===== src/rtl/xgs_grab_trig_ctrl.sv =====
// Grab-trigger controller for the XGS sensor path: qualifies the selected trigger
// source, waits for sensor_ready and issues a single-cycle trigger to the sequencer.
module xgs_grab_trig_ctrl #(
    parameter int DEBOUNCE_W = 8,
    parameter int OVR_CNT_W  = 16
) (
    input  logic                  sys_clk,
    input  logic                  sys_reset,
    input  logic                  grab_cmd,
    input  logic [2:0]            grab_src,
    input  logic [2:0]            grab_act,
    input  logic                  grab_abort,
    input  logic                  hw_trig_in,
    input  logic                  sw_trig,
    input  logic                  sfnc_en,
    input  logic [DEBOUNCE_W-1:0] debounce_cfg,
    input  logic                  sensor_ready,
    output logic                  trig_out,
    output logic                  grab_pending,
    output logic                  cmd_err,
    output logic [OVR_CNT_W-1:0]  trig_overrun_cnt,
    output logic [1:0]            state_dbg
);

    localparam logic [1:0] ST_IDLE     = 2'd0;
    localparam logic [1:0] ST_ARMED    = 2'd1;
    localparam logic [1:0] ST_WAIT_RDY = 2'd2;

    localparam logic [2:0] SRC_IMM  = 3'd1;
    localparam logic [2:0] SRC_HW   = 3'd2;
    localparam logic [2:0] SRC_SW   = 3'd3;
    localparam logic [2:0] SRC_SFNC = 3'd4;

    localparam logic [2:0] ACT_RISE     = 3'd0;
    localparam logic [2:0] ACT_FALL     = 3'd1;
    localparam logic [2:0] ACT_ANY      = 3'd2;
    localparam logic [2:0] ACT_LEVEL_HI = 3'd3;
    localparam logic [2:0] ACT_LEVEL_LO = 3'd4;

    logic [1:0]            state;
    logic [1:0]            state_nxt;
    logic [2:0]            src_q;
    logic [2:0]            act_q;
    logic                  hw_meta;
    logic                  hw_sync;
    logic                  hw_deb;
    logic                  hw_deb_q;
    logic [DEBOUNCE_W-1:0] deb_cnt;
    logic                  sfnc_q;

    logic hw_rise;
    logic hw_fall;
    logic hw_evt;
    logic hw_edge_evt;
    logic src_evt;
    logic ovr_evt;
    logic cmd_valid;
    logic accept;
    logic reject;
    logic fire;

    // Two-flop synchronizer followed by a stable-count debouncer.
    always_ff @(posedge sys_clk or posedge sys_reset) begin
        if (sys_reset) begin
            hw_meta  <= 1'b0;
            hw_sync  <= 1'b0;
            hw_deb   <= 1'b0;
            hw_deb_q <= 1'b0;
            deb_cnt  <= '0;
            sfnc_q   <= 1'b0;
        end else begin
            hw_meta  <= hw_trig_in;
            hw_sync  <= hw_meta;
            hw_deb_q <= hw_deb;
            sfnc_q   <= sfnc_en;
            if (hw_sync == hw_deb) begin
                deb_cnt <= '0;
            end else if (deb_cnt == debounce_cfg) begin
                hw_deb  <= hw_sync;
                deb_cnt <= '0;
            end else begin
                deb_cnt <= deb_cnt + 1'b1;
            end
        end
    end

    assign hw_rise = hw_deb & ~hw_deb_q;
    assign hw_fall = ~hw_deb & hw_deb_q;

    always_comb begin
        hw_evt      = 1'b0;
        hw_edge_evt = 1'b0;
        case (act_q)
            ACT_RISE: begin
                hw_evt      = hw_rise;
                hw_edge_evt = hw_rise;
            end
            ACT_FALL: begin
                hw_evt      = hw_fall;
                hw_edge_evt = hw_fall;
            end
            ACT_ANY: begin
                hw_evt      = hw_rise | hw_fall;
                hw_edge_evt = hw_rise | hw_fall;
            end
            ACT_LEVEL_HI: hw_evt = hw_deb;
            ACT_LEVEL_LO: hw_evt = ~hw_deb;
            default: begin
                hw_evt      = 1'b0;
                hw_edge_evt = 1'b0;
            end
        endcase
    end

    // src_evt arms the trigger; ovr_evt is the edge-only flavour counted while waiting.
    always_comb begin
        src_evt = 1'b0;
        ovr_evt = 1'b0;
        case (src_q)
            SRC_HW: begin
                src_evt = hw_evt;
                ovr_evt = hw_edge_evt;
            end
            SRC_SW: begin
                src_evt = sw_trig;
                ovr_evt = sw_trig;
            end
            SRC_SFNC: begin
                src_evt = sfnc_en;
                ovr_evt = sfnc_en & ~sfnc_q;
            end
            default: begin
                src_evt = 1'b0;
                ovr_evt = 1'b0;
            end
        endcase
    end

    always_comb begin
        cmd_valid = 1'b0;
        case (grab_src)
            SRC_IMM, SRC_SW, SRC_SFNC: cmd_valid = 1'b1;
            SRC_HW:                    cmd_valid = (grab_act <= ACT_LEVEL_LO);
            default:                   cmd_valid = 1'b0;
        endcase
    end

    assign accept = grab_cmd && (state == ST_IDLE) && cmd_valid && !grab_abort;
    assign reject = grab_cmd && !accept;
    assign fire   = (state == ST_WAIT_RDY) && sensor_ready && !grab_abort;

    always_comb begin
        state_nxt = state;
        if (grab_abort) begin
            state_nxt = ST_IDLE;
        end else begin
            case (state)
                ST_IDLE: begin
                    if (accept) begin
                        state_nxt = (grab_src == SRC_IMM) ? ST_WAIT_RDY : ST_ARMED;
                    end
                end
                ST_ARMED: begin
                    if (src_evt) begin
                        state_nxt = ST_WAIT_RDY;
                    end
                end
                ST_WAIT_RDY: begin
                    if (sensor_ready) begin
                        state_nxt = ((src_q == SRC_SFNC) && sfnc_en) ? ST_WAIT_RDY : ST_IDLE;
                    end
                end
                default: state_nxt = ST_IDLE;
            endcase
        end
    end

    always_ff @(posedge sys_clk or posedge sys_reset) begin
        if (sys_reset) begin
            state            <= ST_IDLE;
            src_q            <= 3'd0;
            act_q            <= 3'd0;
            trig_out         <= 1'b0;
            cmd_err          <= 1'b0;
            grab_pending     <= 1'b0;
            trig_overrun_cnt <= '0;
        end else begin
            state    <= state_nxt;
            trig_out <= fire;
            cmd_err  <= reject;
            // Pending stays high through the cycle the trigger pulse is issued.
            grab_pending <= (state_nxt != ST_IDLE) | fire;
            if (accept) begin
                src_q <= grab_src;
                act_q <= grab_act;
            end
            if ((state == ST_WAIT_RDY) && ovr_evt && !grab_abort &&
                (trig_overrun_cnt != {OVR_CNT_W{1'b1}})) begin
                trig_overrun_cnt <= trig_overrun_cnt + 1'b1;
            end
        end
    end

    assign state_dbg = state;

endmodule


===== config.mk =====
export PLATFORM = sky130hd
export DESIGN_NAME = xgs_grab_trig_ctrl
export DESIGN_NICKNAME = d
export VERILOG_FILES = /design/src/rtl/xgs_grab_trig_ctrl.sv
export SDC_FILE = /design/constraint.sdc
export NUM_CORES = 1
export LEC_CHECK = 0
export ABC_AREA = 1
export BUFFER_PORTS_ARGS = -buffer_cell sky130_fd_sc_hd__clkbuf_2
export CAP_MARGIN = 40
export CORE_MARGIN = 4
export CORE_UTILIZATION = 48
export DETAILED_ROUTE_END_ITERATION = 8
export PLACE_DENSITY = 0.7
export SLEW_MARGIN = 40
export SYNTH_ARGS = -nofsm -noshare
export SYNTH_HDL_FRONTEND = slang
export SYNTH_SLANG_ARGS = --single-unit
export TNS_END_PERCENT = 100

===== constraint.sdc =====
create_clock -name sys_clk -period 1.71 [get_ports sys_clk]
set_input_delay 0.342 -clock sys_clk [delete_from_list [all_inputs] [get_ports sys_clk]]
set_output_delay 0.342 -clock sys_clk [all_outputs]
set_load 0.01 [all_outputs]

Word-level counts from Yosys, hierarchy flattened
Cells that the tools add are included.
{"block": "totals", "latchBits": 0, "inputBits": 22, "output_inout_bits": 21, "rom_bits": 0, "ff_bits": 40, "mem_bits_rw": 0, "mem_count": 0, "elab_cells": 72}
{"block": "op_classes", "bitwise_logic": 9, "order_cmp": 1, "mul": 0, "shifts": 0, "n_div": 0, "n_reduce_logical": 17, "add_sub_neg": 2, "eq_ne": 16, "muxes": 14}
{"cell": "3-bit by 2-bit equality test with 1-bit output, second input constant", "count": 6}
{"cell": "16-bit by 1-bit adder with 16-bit output, second input constant", "count": 1}
{"cell": "8-bit 2-to-1 mux", "count": 2}
{"cell": "16-bit != test, second input constant", "count": 1}
{"cell": "2-bit 2-to-1 mux", "count": 6}
{"cell": "1-bit logical AND", "count": 10}
{"cell": "3-bit equality test, second input constant", "count": 3}
{"cell": "1-bit one-hot mux with 3 select lines", "count": 3}
{"cell": "8-bit by 1-bit adder with 8-bit output, second input constant", "count": 1}
{"cell": "8-bit equality test", "count": 1}
{"cell": "3-bit by 1-bit equality test with 1-bit output, second input constant", "count": 2}
{"cell": "2-bit one-hot mux with 3 select lines", "count": 1}
{"cell": "1-bit one-hot mux with 5 select lines", "count": 1}
{"cell": "1-bit inverter", "count": 4}
{"cell": "1-bit bitwise AND", "count": 3}
{"cell": "3-bit less-or-equal comparator, second input constant", "count": 1}
{"cell": "3-bit zero test", "count": 1}
{"cell": "3-bit OR reduction", "count": 1}
{"cell": "2-bit by 1-bit equality test with 1-bit output, second input constant", "count": 1}
{"cell": "2-bit equality test, second input constant", "count": 1}
{"cell": "1-bit zero test", "count": 2}
{"cell": "2-bit zero test", "count": 1}
{"cell": "1-bit bitwise OR", "count": 2}
{"cell": "1-bit one-hot mux with 2 select lines", "count": 1}
{"cell": "3 further kinds", "count": 3}

Depth between registers and ports, before layout
{"block": "depth", "depth_word": 10, "depth_mapped": 12, "ltp_nobuf": 12}

Worst setup path after synthesis
OpenSTA, ideal clock, no wires.
{"block": "synth_timing", "path_type": "register to register", "start": "register hw_deb", "end": "register trig_overrun_cnt[3]", "setup_ns": 0.117, "arrival_ns": 1.465, "n_path_buf": 1, "path_slack_ns": 0.128, "required_ns": 1.593, "path_stages_with_launch": 12, "synth_period_minus_slack_ns": 1.582, "cell_sequence": "dfrtp_1 -> inv_1 -> ha_1 -> nor2_1 -> nand2_1 -> nand3_1 -> nand3_1 -> o211ai_2 -> nand2_2 -> buf_4 -> nand2_1 -> nand2_1"}
{"block": "synth_between", "elab_chain_len": 8, "elab_cells_between_ends": 9, "cone_classes": "2 x mux; 4 x bitwise; 3 x reduce/logical"}
{"element": "start: declaration", "line": "46", "rtl": "logic hw_deb;"}
{"element": "start signal: assignment", "line": "79", "rtl": "hw_deb <= hw_sync;"}
{"element": "1-bit inverter", "line": "88", "rtl": "assign hw_fall = ~hw_deb & hw_deb_q;"}
{"element": "1-bit bitwise AND", "line": "88"}
{"element": "1-bit bitwise OR", "line": "104", "rtl": "hw_edge_evt = hw_rise | hw_fall;"}
{"element": "1-bit one-hot mux with 3 select lines (*)", "line": "93", "rtl": "case (act_q)"}
{"element": "1-bit one-hot mux with 3 select lines (*)", "line": "119", "rtl": "case (src_q)"}
{"element": "1-bit logical AND (*) (3 in a row)", "line": "197", "rtl": "if ((state == ST_WAIT_RDY) && ovr_evt && !grab_abort &&"}
{"element": "end signal: assignment", "line": "199", "rtl": "trig_overrun_cnt <= trig_overrun_cnt + 1'b1;"}
{"element": "end: declaration", "line": "21", "rtl": "output logic [OVR_CNT_W-1:0] trig_overrun_cnt,"}
Every way passes the cells marked *; elsewhere a longest branch is shown, timed or not.
A chain may end at the register's enable or synchronous reset.

Worst setup path in the final report
{"block": "layout_timing", "start": "register hw_deb", "end": "register trig_overrun_cnt[12]"}
The elaborated chain is that of the path after synthesis.

==> impl_metrics.tcl <==
set metrics [dict create \
    final_hold_viol_count 0 \
    grt_start_max_net_pins 41 \
    htreeDepth 2 \
    setup.worst_path.end "trig_overrun_cnt[12]" \
    status "complete, no violations" \
    drt_wl_total_um 5068 \
    dieWidth_um 76.16 \
    max_slew_margin_pct 66.06 \
    grt_pass1_wl_um 8066 \
    grtUsageTotal_pct 16.74 \
    clock_tree.root_cell "clkbuf_8" \
    ios 43 \
    initial_core_util_pct 50.51 \
    setup_violations 0 \
    finalMaxSlewViolations 0 \
    ys_types 27 \
    total_power_mw 2.079 \
    r2r_start "hw_deb" \
    wl_per_cell_um 13.03 \
    reg2reg_slack_ns 0.02 \
    n_antenna_cell 0 \
    final_cell_mix "nand2_1, clkbuf_2, dfrtp_1" \
    die_h_um 76.16 \
    fin_skew_ns 0.006513 \
    final_nets 363 \
    grt_pass1_vias 1764 \
    drc 0 \
    ant_nets 0 \
    syn_nets 303 \
    area_growth_syn_to_layout_pct 24.86 \
    arrival_ns 1.92 \
    post-route-min-period_ns 1.687 \
    grt-ovfl-total 0 \
    r2r_cells 10 \
    viasPerCell 5.126 \
    dp_hpwl_um 3417 \
    final_common_cell "nand2_1" \
    clkSinkCount 40 \
    ys_seq_elements 40 \
    die_area_mm2 0.005800 \
    gp_congestion 0.8229 \
    fin_ws_ns 0.02256 \
    syn_inst 277 \
    cp-end-kind "flip-flop" \
    maxCapViolCount 0 \
    power_leakage_nw 1.424 \
    drive_above_1_share_pct 27.89 \
    io_buffers 42 \
    worstPathRequired_ns 1.94 \
    core_mm2 0.004414 \
    setup.worst_path.start "hw_deb" \
    path_class "reg2reg" \
    grt_setup_unrepaired "true" \
    hold_path.class "in2async" \
    vdd_drop_max_mv 0.5631 \
    rows 24 \
    tritoncts "yes" \
    clock_latency_ns 0.29 \
    cts_buffer_depth 2 \
    path_max_fanout 6 \
    tightest_slew_ns 0.5091 \
    fin_crit_sh_pct 98.68 \
    drtPass1Iterations 4 \
    synth_seq_area_share_pct 44.89 \
    antenna_found_initial 0 \
    syn_area_mm2 0.002230 \
    pre_cts_ws_ns -0.08516 \
    power_density_mw_per_mm2 747.0 \
    critPathLaunchType "flip-flop" \
    vias 1994 \
    drtIter0Drc 78 \
    max_freq_mhz 592.6 \
    numCtsBuffers 5 \
    r2r_end "trig_overrun_cnt[12]" \
    clk_pin_slew_ns 0.08 \
    yosysWarnings 0 \
    syn_avg_cell_area_um2 8.049 \
]
-- cell type report --
type	instances	area [um2]
clock inverters	1	5.005
fillers	397	1630
inverters	36	135.1
flip-flops and latches	40	1001
clock buffers	6	72.57
well taps	52	65.06
multi-input cells	200	1181
repair buffers	54	324.1
-- logic make-up after synthesis --
kind of cell             after synthesis  share of synthesized area [%]
flip-flops                            40                          44.89
AO/OA/AOI/OAI                         19                          5.500
XOR/XNOR                              26                          10.21
AND/OR/NAND/NOR                      148                          29.69
buffers and inverters                 40                          7.463
adder cells (fa/ha/maj)                4                          2.245
-- how the worst min path moves through the flow --
stage | start | cells after the start | end | slack [ns]
3_3_place_gp | hw_meta | 0 | hw_sync | 0.33
2_1_floorplan | hw_meta | 0 | hw_sync | 0.33
4_1_cts | hw_trig_in | 1 | hw_meta | 0.14
5_1_grt | hw_trig_in | 1 | hw_meta | 0.14
6_report | sys_reset | 3 | hw_deb_q | 0.14
3_5_place_dp | hw_meta | 0 | hw_sync | 0.34
-- metal layers --
| layer | track usage [%] | vias to the layer above | share of wire, % |
|---|---|---|---|
| met4 | 4.371 | 0 | 1.5 |
| met2 | 25.94 | 53 | 47 |
| met3 | 4.492 | 10 | 6.2 |
| met1 | 23.19 | 928 | 45 |
| li1 | - | 1003 | - |
| met5 | 0 | - | 0 |
-- synthesized netlist by cell type, drive strengths merged --
master | count | area, um2
nand4 | 6 | 37.54
inv | 36 | 135.1
xor2 | 11 | 96.34
nand2 | 71 | 269.0
ha | 4 | 50.05
xnor2 | 15 | 131.4
nand3b | 1 | 7.510
o211ai | 1 | 12.51
and3 | 1 | 6.260
buf | 4 | 31.27
nor3 | 10 | 70.07
o21ai | 13 | 65.06
o21bai | 1 | 7.510
nor2 | 26 | 105.1
a21oi | 2 | 10.01
dfrtp | 40 | 1001
nand3 | 32 | 160.2
or2 | 1 | 6.260
a31oi | 2 | 27.53
-- sequential cells by signal, summed over array words and instances (netlist names) --
| name | flops |
|---|---|
| sfnc_q | 1 |
| grab_pending | 1 |
| hw_deb | 1 |
| cmd_err | 1 |
| src_q | 3 |
| trig_out | 1 |
| act_q | 3 |
| trig_overrun_cnt | 16 |
| state_dbg | 2 |
| hw_deb_q | 1 |
| hw_sync | 1 |
| hw_meta | 1 |
| deb_cnt | 8 |
-- critical path, stage by stage (launching register included) --
cell and delay [ns]:
dfrtp_1 0.43, inv_2 0.11, ha_4 0.20, nor2_2 0.09, nand2_1 0.06, nand3_2 0.09, nand3_2 0.09, o211ai_4 0.21
buf_6 0.21, nand3_2 0.07, nand2_1 0.07
-- through the flow --
| step | instance area (um2) | setup TNS, ns | cells | hold slack (ns) | util [%] |
|---|---|---|---|---|---|
| after detailed placement | 2526 | -1.012 | 374 | 0.3411 | 57.23 |
| after floorplan | 2230 | 0 | 277 | 0.3312 | - |
| final | 2784 | 0 | 389 | 0.1419 | 63.07 |
| after global routing | 2784 | -1.022 | 389 | 0.1395 | 63.07 |
| after global placement | 2526 | -0.3517 | 374 | 0.3320 | 57.23 |
| after CTS | 2639 | 0 | 384 | 0.1429 | 59.78 |
-- where the power goes --
part | switching, mW | internal [mW]
clock | 0.325 | 0.278
combinational | 0.213 | 0.169
sequential | 0.0776 | 1.02
total | 0.616 | 1.46
-- timing repair --
item,CTS,global route
resized for setup,3,24
setup endpoints to repair,16,18
hold buffers,0,0
pin swaps,1,18
gates cloned,1,3
setup buffers,2,2
Note: power is estimated with default switching activity, not from simulation.
